--- src/rtl/booth_result_collector.sv ---
// Collects the two-beat serialised Booth product, assembles {hi,lo} and queues it
// in a small FIFO offered over valid/ready; flags sequencing and overflow errors.
module booth_result_collector #(
   parameter int N     = 8,
   parameter int DEPTH = 2
) (
   input  logic           clk,
   input  logic           rst,
   input  logic           done,
   input  logic           selL,
   input  logic           selR,
   input  logic [N-1:0]   dataIn,
   output logic           canStart,
   output logic           pValid,
   input  logic           pReady,
   output logic [2*N-1:0] product,
   output logic           pFits,
   output logic           errSeq,
   output logic           errOvf,
   input  logic           clrErr
);

   localparam int PW = (DEPTH > 1) ? $clog2(DEPTH) : 1;
   localparam int CW = $clog2(DEPTH + 1);

   typedef enum logic {
      WAIT_HI,
      WAIT_LO
   } state_e;

   state_e           state_q, state_d;
   logic [N-1:0]     hi_q, hi_d;
   logic [2*N-1:0]   data_q [DEPTH];
   logic             fits_q [DEPTH];
   logic [PW-1:0]    wr_ptr_q, wr_ptr_d;
   logic [PW-1:0]    rd_ptr_q, rd_ptr_d;
   logic [CW-1:0]    count_q, count_d;
   logic             err_seq_q, err_seq_d;
   logic             err_ovf_q, err_ovf_d;

   logic             seq_err;
   logic             push_req;
   logic             push;
   logic             pop;
   logic             not_full;
   logic [2*N-1:0]   push_data;
   logic             push_fits;

   // NOTE: every variable gets a default at the top so no path leaves it unassigned (no latch).
   always_comb begin
      state_d  = state_q;
      hi_d     = hi_q;
      seq_err  = 1'b0;
      push_req = 1'b0;
      unique case (state_q)
         WAIT_HI: begin
            if (done) begin
               if (selL && !selR) begin
                  hi_d    = dataIn;
                  state_d = WAIT_LO;
               end else begin
                  seq_err = 1'b1;
               end
            end
         end
         WAIT_LO: begin
            if (done && selR && !selL) begin
               push_req = 1'b1;
               state_d  = WAIT_HI;
            end else if (done && selL && !selR) begin
               seq_err = 1'b1;
               hi_d    = dataIn;
            end else begin
               // The low half must follow the high half on the very next cycle.
               seq_err = 1'b1;
               hi_d    = '0;
               state_d = WAIT_HI;
            end
         end
         default: state_d = WAIT_HI;
      endcase
   end

   assign push_data = {hi_q, dataIn};
   assign push_fits = (hi_q == {N{dataIn[N-1]}});

   assign not_full  = (count_q < CW'(DEPTH));
   assign pop       = pValid && pReady;
   assign push      = push_req && (not_full || pop);

   always_comb begin
      wr_ptr_d = wr_ptr_q;
      rd_ptr_d = rd_ptr_q;
      count_d  = count_q;
      if (push) wr_ptr_d = (wr_ptr_q == PW'(DEPTH - 1)) ? '0 : wr_ptr_q + PW'(1);
      if (pop)  rd_ptr_d = (rd_ptr_q == PW'(DEPTH - 1)) ? '0 : rd_ptr_q + PW'(1);
      if (push && !pop)      count_d = count_q + CW'(1);
      else if (pop && !push) count_d = count_q - CW'(1);
   end

   // A new error in the same cycle as clrErr keeps the flag set.
   always_comb begin
      err_seq_d = clrErr ? 1'b0 : err_seq_q;
      err_ovf_d = clrErr ? 1'b0 : err_ovf_q;
      if (seq_err)           err_seq_d = 1'b1;
      if (push_req && !push) err_ovf_d = 1'b1;
   end

   // NOTE: sequential state uses non-blocking assignments only, so all registers update together.
   always_ff @(posedge clk or negedge rst) begin
      if (!rst) begin
         state_q   <= WAIT_HI;
         hi_q      <= '0;
         wr_ptr_q  <= '0;
         rd_ptr_q  <= '0;
         count_q   <= '0;
         err_seq_q <= 1'b0;
         err_ovf_q <= 1'b0;
      end else begin
         state_q   <= state_d;
         hi_q      <= hi_d;
         wr_ptr_q  <= wr_ptr_d;
         rd_ptr_q  <= rd_ptr_d;
         count_q   <= count_d;
         err_seq_q <= err_seq_d;
         err_ovf_q <= err_ovf_d;
      end
   end

   // NOTE: the storage is reset on purpose so product/pFits read 0 out of reset; it is only DEPTH words.
   always_ff @(posedge clk or negedge rst) begin
      if (!rst) begin
         for (int i = 0; i < DEPTH; i++) begin
            data_q[i] <= '0;
            fits_q[i] <= 1'b0;
         end
      end else if (push) begin
         data_q[wr_ptr_q] <= push_data;
         fits_q[wr_ptr_q] <= push_fits;
      end
   end

   assign pValid   = (count_q != '0);
   assign product  = data_q[rd_ptr_q];
   assign pFits    = fits_q[rd_ptr_q];
   assign canStart = (state_q == WAIT_HI) && not_full;
   assign errSeq   = err_seq_q;
   assign errOvf   = err_ovf_q;

endmodule

--- config.mk ---
export PLATFORM = sky130hd
export DESIGN_NAME = booth_result_collector
export DESIGN_NICKNAME = d
export VERILOG_FILES = /design/src/rtl/booth_result_collector.sv
export SDC_FILE = /design/constraint.sdc
export NUM_CORES = 1
export LEC_CHECK = 0
export CAP_MARGIN = 25
export CORE_AREA = 10 10 69 82
export CTS_CLUSTER_SIZE = 24
export DETAILED_ROUTE_END_ITERATION = 10
export DIE_AREA = 0 0 79 92
export PLACE_DENSITY_LB_ADDON = 0.2
export SETUP_SLACK_MARGIN = 0.5
export SLEW_MARGIN = 10
export SYNTH_ARGS = -nofsm -noshare
export SYNTH_HDL_FRONTEND = slang
export SYNTH_SLANG_ARGS = --single-unit
export TNS_END_PERCENT = 1
--- constraint.sdc ---
create_clock -name clk -period 3.1 [get_ports clk]
set_input_delay 0.62 -clock clk [delete_from_list [all_inputs] [get_ports clk]]
set_output_delay 0.62 -clock clk [all_outputs]
set_load 0.01 [all_outputs]
-- After elaboration in Yosys (flattened, before gate mapping)
Index checks and enable logic that the tools add are counted.
- reduce and logical (&&, ||, !) cells: 22
- equality and inequality tests: 4
- shift operators: 0
- bitwise logic cells: 3
- multiplexer cells: 35
- multiply operators: 0
- add/sub/neg operators: 4
- $lt $le $gt $ge: 4
- div/mod/pow operators: 0
- operators with widths (operator ; count):
    $mux 16 ; 4
    $bwmux 32 ; 1
    $mux 8 ; 4
    $mux 1 ; 18
    $demux 16 s1 ; 1
    $pmux 8 s2 ; 1
    $logic_and 1x1->1 ; 12
    $eq 8x8->1 ; 1
    $reduce_bool 2->1 ; 4
    $ne 2x2->1 const B ; 3
    $ge 2x2->1 const B ; 2
    $logic_not 1->1 ; 4
    $mux 2 ; 2
    $not 1->2 ; 2
    $pmux 1 s2 ; 2
    $reduce_and 3->1 ; 1
    $add 1x1->1 const B ; 2
    $add 2x1->2 const B ; 1
    $bwmux 2 ; 1
    $lt 2x1->1 const B ; 1
    $lt 2x2->1 const B ; 1
    $sub 2x1->2 const B ; 1
    $demux 1 s1 ; 1
    $logic_or 1x1->1 ; 1
    $not 1->1 ; 1
- bits in read-only memories: 0
- bits in latches: 0
- bits in registers: 49
- bits in writable memories: 0
- logic and storage cells: 83
- output and inout port bits: 21
- memories kept: 0
- bits of input ports: 15

-- Longest topological paths before layout
Gate-level depths: netlist (run 1).
- word-level depth: 9
- mapped depth: 6
- depth with buffers taken out: 6

-- Worst setup path after synthesis (run 1)
Ideal clock, no wire load.
- kind: register to output
- start point: register rd_ptr_q
- end point: output product[10]
- setup slack: 1.238 ns
- buffers on the path: 2
- arrival: 1.242 ns
- data required time: 2.480 ns
- stages on the path, launching flop included: 4
- path through: dfrtp_1 > clkbuf_1 > buf_2 > mux2_2
- cells in the longest elaborated chain, start to end: 4
- ends and longest elaborated chain (what ; RTL line ; RTL):
    start, declared ; 36 ; logic [PW-1:0] rd_ptr_q, rd_ptr_d;
    start signal, assigned ; 123 ; rd_ptr_q <= rd_ptr_d;
    $not 1->2 (implied by the code) ; 144 ; assign product = data_q[rd_ptr_q];
    $mux 16 (implied by the code) (3 in a row) ; 144 ;
    end, declared ; 16 ; output logic [2*N-1:0] product,
No other way between the ends. The select of a mux whose other input is x is not followed.

-- Worst setup path in the final report (run 1)
- start point: register rd_ptr_q
- end point: output product[0]
Same word-level chain as after synthesis.

==> metrics.txt, run 1 <==
CTS resizes=1; DRC Markers=0; relative slew slack=61.6%; Vias=1351; dominant cell type by area after synthesis=dfrtp_1; IO buf count=35; cts hold-fix bufs=0; max-slew violations=0; largest net degree at the start of global routing=50; synthesized area=2200 um2; Remaining Overflow, GRT=0; first-pass GRT wire length=7.67 mm; Tcrit/Tclk final=81.0%; Yosys top cell area share=55.7%; worst slew pin tran=0.572 ns; most frequent cells in the layout=dfrtp_1 (48), mux2_2 (39), clkdlybuf4s50_1 (34), mux2_4 (10), a22o_1 (8); worst r2r src=state_q$_DFF_PN0_; Detailed Route WL=4.40 mm; Ant. Diodes=0; Final #Nets=205; RSZ-0062 raised after global routing=false; Clock Path Buffers=2; Yosys reg bits=49; most common cell after layout, fill and taps aside=dfrtp_1; leakage power=1.29 nW; crit-path max FO=10; worst reg2reg setup slack=1.35 ns; drt wl/cell=17.9 um; crit path DAT=1.89 ns; Power Density=664 nW/um2; clock latency on the worst-skew pair=0.30 ns; max layer used=met4; Clock Skews=0.00840 ns; Synth Warn #=0; Mapped Cells=149; wl on met1=1.92 mm; worst min path class=in -> async; Yosys cell types=32; Die W=79 um; startpoint types=flip-flop; Inserted Clock Buffers=5; sequential area share after synthesis=55.7%; number of global-route vias before repair=1540; Avg Cell Area, Syn=14.8 um2; met2 WL post-DR=2.13 mm; total core area=4160 um2; Ports=36; Root Driver=clkbuf_8; Worst Setup SP=rd_ptr_q$_DFFE_PN0P_; worst flop-to-flop path endpoint=data_q[26]$_DFFE_PN0P_; Mapped Nets=165; routed wl met3=299 um; Clock transition at path regs=0.09 ns; Detail Route Antenna Nets=0; clock sinks=49; Fin. Hold Viols=0; FMAX=398 MHz; Die Ht=92 um; full die area=7270 um2; DR iter-0 viols=72; # fillers=347; fin crit period=2.51 ns; critical path endpoint category=primary output; worst vdd ir=0.397 mV; via-per-instance ratio=5.49; initial antenna violation count=0; Synth area leaders=dfrtp_1 (56%), mux2_2 (20%), mux2_4 (6.8%); starting density of the core=52.9%; max-cap viol count=0; row count=26; setup violators final=0; run status=completed; hold_ws=0.194 ns; DPL Wire Length=3.17 mm; fraction of final layout cells sized beyond drive strength 1=34.7%; total global-route track usage=12.9%; Required @ worst endpoint=2.48 ns; GPL Wtd Cong=0.777; P&R area growth vs syn=22.6%; R2R cell count=4; Post-CTS Setup Inserts=0; first drt pass iteration count=4; setup_tns=0 ns; CTS H-tree depth=2; Setup CP Type=reg -> out; CTS tree=done
[how the worst max path moves through the flow]
stage	to	slack [ns]	cells after the start
final	product[0]	0.59	3
after global routing	product[1]	0.52	3
after CTS	product[0]	0.58	3
after detailed placement	data_q[26]$_DFFE_PN0P_	0.59	5
after global placement	data_q[24]$_DFFE_PN0P_	0.67	5
after floorplan	product[10]	1.24	3
[stage by stage]
step                setup WS [ns]  utilization (%)  cell area [um2]  power, mW  cells
floorplan                    1.24                -             2200       1.17    149
global placement            0.669             62.3             2590       1.41    237
detailed placement          0.590             62.3             2590       1.43    237
CTS                         0.580             64.4             2680       1.81    245
global route                0.517             64.8             2700       1.89    246
finish                      0.590             64.8             2700       1.79    246
[sequential cells by signal, summed over array words and instances (netlist names)]
register and flops:
count_q 2, data_q 32, errOvf 1, errSeq 1, fits_q 2, hi_q 8, rd_ptr_q 1, state_q 1
wr_ptr_q 1
[cells in the mapped netlist, drive strengths merged]
library cell / count
a21oi: 1
a22o: 8
a31oi: 3
a41oi: 1
and3b: 1
and4b: 1
buf: 4
clkbuf: 1
dfrtp: 49
ha: 1
inv: 3
mux2: 49
nand2: 2
nand2b: 2
nand3: 3
nand4: 1
nand4b: 1
nor2: 4
nor2b: 1
nor3: 2
nor4: 1
o21ai: 1
o22ai: 2
or2: 1
or3: 1
xnor2: 3
xor2: 2
[power by group]
part | internal (mW) | total, mW | switching, mW | leakage, nW
logic | 0.341 | 0.545 | 0.204 | 0.595
registers | 0.755 | 0.871 | 0.116 | 0.647
clock network | 0.161 | 0.378 | 0.217 | 0.0456
total | 1.26 | 1.79 | 0.537 | 1.29
[per-layer routing]
metal,global-route usage [%],up-vias
met3,4.69,7
met4,5.09,0
li1,-,622
met1,15.5,686
met5,0,-
met2,20.6,36
[final cells by class]
class                           count  area [um2]  area share, %
Tap cell                           56        70.1           2.59
Multi-Input combinational cell     92         925           34.2
Inverter                            3        11.3          0.417
Sequential cell                    49        1230           45.5
Clock buffer                        6        72.6           2.69
Timing Repair Buffer               38         380           14.1
Clock inverter                      2        13.8          0.510
[cells by family after synthesis]
group                      synth area share [%]
muxes                                      26.8
adders and majority gates                 0.568
DFF                                        55.7
AOI/OAI and AO/OA                          5.45
and+or+nand+nor                            7.22
buffers and inverters                      2.33
xor gates and xnor gates                   1.99
[critical path, cell delays in order (launching register included)]
cell and delay, ns:
dfrtp_2 0.50, buf_4 0.25, mux2_2 0.35, clkdlybuf4s50_1 0.49
No activity file was read; power rests on OpenSTA's default activity.
==> run 2: changes to the inputs <==
--- a/config.mk
+++ b/config.mk
@@ -6,10 +6,10 @@
 export NUM_CORES = 1
 export LEC_CHECK = 0
 export CAP_MARGIN = 25
-export CORE_AREA = 10 10 69 82
+export CORE_AREA = 10 10 71 85
 export CTS_CLUSTER_SIZE = 24
 export DETAILED_ROUTE_END_ITERATION = 10
-export DIE_AREA = 0 0 79 92
+export DIE_AREA = 0 0 81 95
 export PLACE_DENSITY_LB_ADDON = 0.2
 export SETUP_SLACK_MARGIN = 0.5
 export SLEW_MARGIN = 10
==> constraint.sdc (replaced) <==
create_clock -name clk -period 2.55 [get_ports clk]
set_input_delay 0.51 -clock clk [delete_from_list [all_inputs] [get_ports clk]]
set_output_delay 0.51 -clock clk [all_outputs]
set_load 0.01 [all_outputs]
==> run 2 against run 1 <==
  * Setup slack lost 0.25 ns
  * First-iteration DRC count shrank 19%
  * Non-clock buffer count grew 1
  * Critical path type unchanged
  * Critical path depth is the same
  * Combinational power grew 30%
  * Sequential share of layout area shrank 0.91 points
  * Count of clock-buffer cells in the layout grew 1
  * Die area grew 5.9%
  * Sequential cell count is the same
  * Sequential power grew 18%
  * Largest cell class unchanged
  * Worst hold slack lost 0.010 ns
==> metrics.txt, run 2 (synthesis results as in run 1) <==
Clock Path Buffers=2; P&R area growth vs syn=25.0%; # fillers=346; FMAX=452 MHz; Tcrit/Tclk final=86.8%; worst vdd ir=0.541 mV; Final #Nets=206; leakage power=1.33 nW; via-per-instance ratio=5.57; GPL Wtd Cong=0.761; row count=27; setup violators final=0; Root Driver=clkbuf_8; worst flop-to-flop path endpoint=data_q[8]$_DFFE_PN0P_; Post-CTS Setup Inserts=0; cts hold-fix bufs=0; hold_ws=0.184 ns; most frequent cells in the layout=dfrtp_1 (49), mux2_2 (39), clkdlybuf4s50_1 (32), mux2_4 (10), a22o_1 (8); Reg with most FFs=data_q; setup_tns=0 ns; worst r2r src=state_q$_DFF_PN0_; crit path DAT=1.70 ns; drt wl/cell=18.0 um; Detail Route Antenna Nets=0; area post-placement=2620 um2; Ant. Diodes=0; Largest regs=data_q: 32 flops, hi_q: 8 flops; DRC Markers=0; Power Density=833 nW/um2; Inserted Clock Buffers=5; Die Ht=95 um; worst min path class=in -> async; critical path endpoint category=primary output; Ports=36; Vias=1387; relative slew slack=74.2%; DR iter-0 viols=58; CTS resizes=4; number of global-route vias before repair=1622; R2R cell count=3; met1 Usage GRT=14.3%; Required @ worst endpoint=2.04 ns; crit-path max FO=18; CTS H-tree depth=2; Fin. Hold Viols=0; met2 Resource Use GR=21.8%; fraction of final layout cells sized beyond drive strength 1=34.6%; clock latency on the worst-skew pair=0.30 ns; full die area=7700 um2; startpoint types=flip-flop; Clock Skews=0.00628 ns; initial antenna violation count=0; RSZ-0062 raised after global routing=true; first drt pass iteration count=4; clock sinks=49; worst reg2reg setup slack=0.95 ns; total global-route track usage=12.8%; max-slew violations=0; gr busiest metal=met2; run status=completed; fin crit period=2.21 ns; Remaining Overflow, GRT=0; IO buf count=35; CTS tree=done; first-pass GRT wire length=7.76 mm; worst slew pin tran=0.386 ns; max-cap viol count=0; starting density of the core=49.4%; Global Route met3 Usage=3.61%; final instance area=2750 um2; total core area=4460 um2; DPL Wire Length=3.23 mm; largest net degree at the start of global routing=50; max reg flops=32; most common cell after layout, fill and taps aside=dfrtp_1; Detailed Route WL=4.49 mm; Clock transition at path regs=0.08 ns; Setup CP Type=reg -> out; Die W=81 um
## run 2: layout make-up
type | instances | area [um2] | share of cell area, %
timing repair buffer | 39 | 402 | 14.6
inverter | 3 | 11.3 | 0.409
sequential | 49 | 1230 | 44.5
tap | 58 | 72.6 | 2.64
multi-input combinational | 92 | 925 | 33.6
clock buffer | 7 | 86.3 | 3.14
clock inverter | 1 | 30.0 | 1.09
## run 2: report_power, final
group / switching (mW) / internal (mW)
clock: 0.240 / 0.319
combinational: 0.276 / 0.429
sequential: 0.112 / 0.916
## run 2: critical path: stages, from the launching register on
cell and delay (ns):
dfrtp_1 0.39, buf_12 0.18, mux2_2 0.36, clkdlybuf4s50_1 0.48
## run 2: stage by stage
| stage | cells | total power [mW] | util (%) | setup WS, ns |
|---|---|---|---|---|
| 6_report | 249 | 2.29 | 61.7 | 0.336 |
| 5_1_grt | 249 | 2.43 | 61.7 | 0.290 |
| 4_1_cts | 249 | 2.33 | 61.7 | 0.331 |
| 3_5_place_dp | 241 | 1.74 | 58.8 | 0.335 |
| 3_3_place_gp | 241 | 1.72 | 58.8 | 0.373 |
| 2_1_floorplan | 149 | 1.43 | - | 0.798 |
## run 2: metal layers
| layer | routed length [um] | vias to the layer above |
|---|---|---|
| met5 | 0 | - |
| met4 | 122 | 0 |
| met3 | 229 | 12 |
| met2 | 2360 | 36 |
| met1 | 1780 | 712 |
| li1 | - | 627 |
## run 2: worst max path at each step
stage / start / end / cells after the start
floorplan: rd_ptr_q$_DFFE_PN0P_ / product[10] / 3
global placement: done / data_q[1]$_DFFE_PN0P_ / 4
detailed placement: done / data_q[1]$_DFFE_PN0P_ / 4
CTS: rd_ptr_q$_DFFE_PN0P_ / product[12] / 3
global route: rd_ptr_q$_DFFE_PN0P_ / product[14] / 3
finish: rd_ptr_q$_DFFE_PN0P_ / product[12] / 3
==> run 3: changes to the inputs <==
--- a/config.mk
+++ b/config.mk
@@ -5,7 +5,7 @@
 export SDC_FILE = /design/constraint.sdc
 export NUM_CORES = 1
 export LEC_CHECK = 0
-export CAP_MARGIN = 25
+export CAP_MARGIN = 20
 export CORE_AREA = 10 10 71 85
 export CTS_CLUSTER_SIZE = 24
 export DETAILED_ROUTE_END_ITERATION = 10
==> results of run 3 <==
No change in the layout: final DEF, timing and power equal those of run 2.
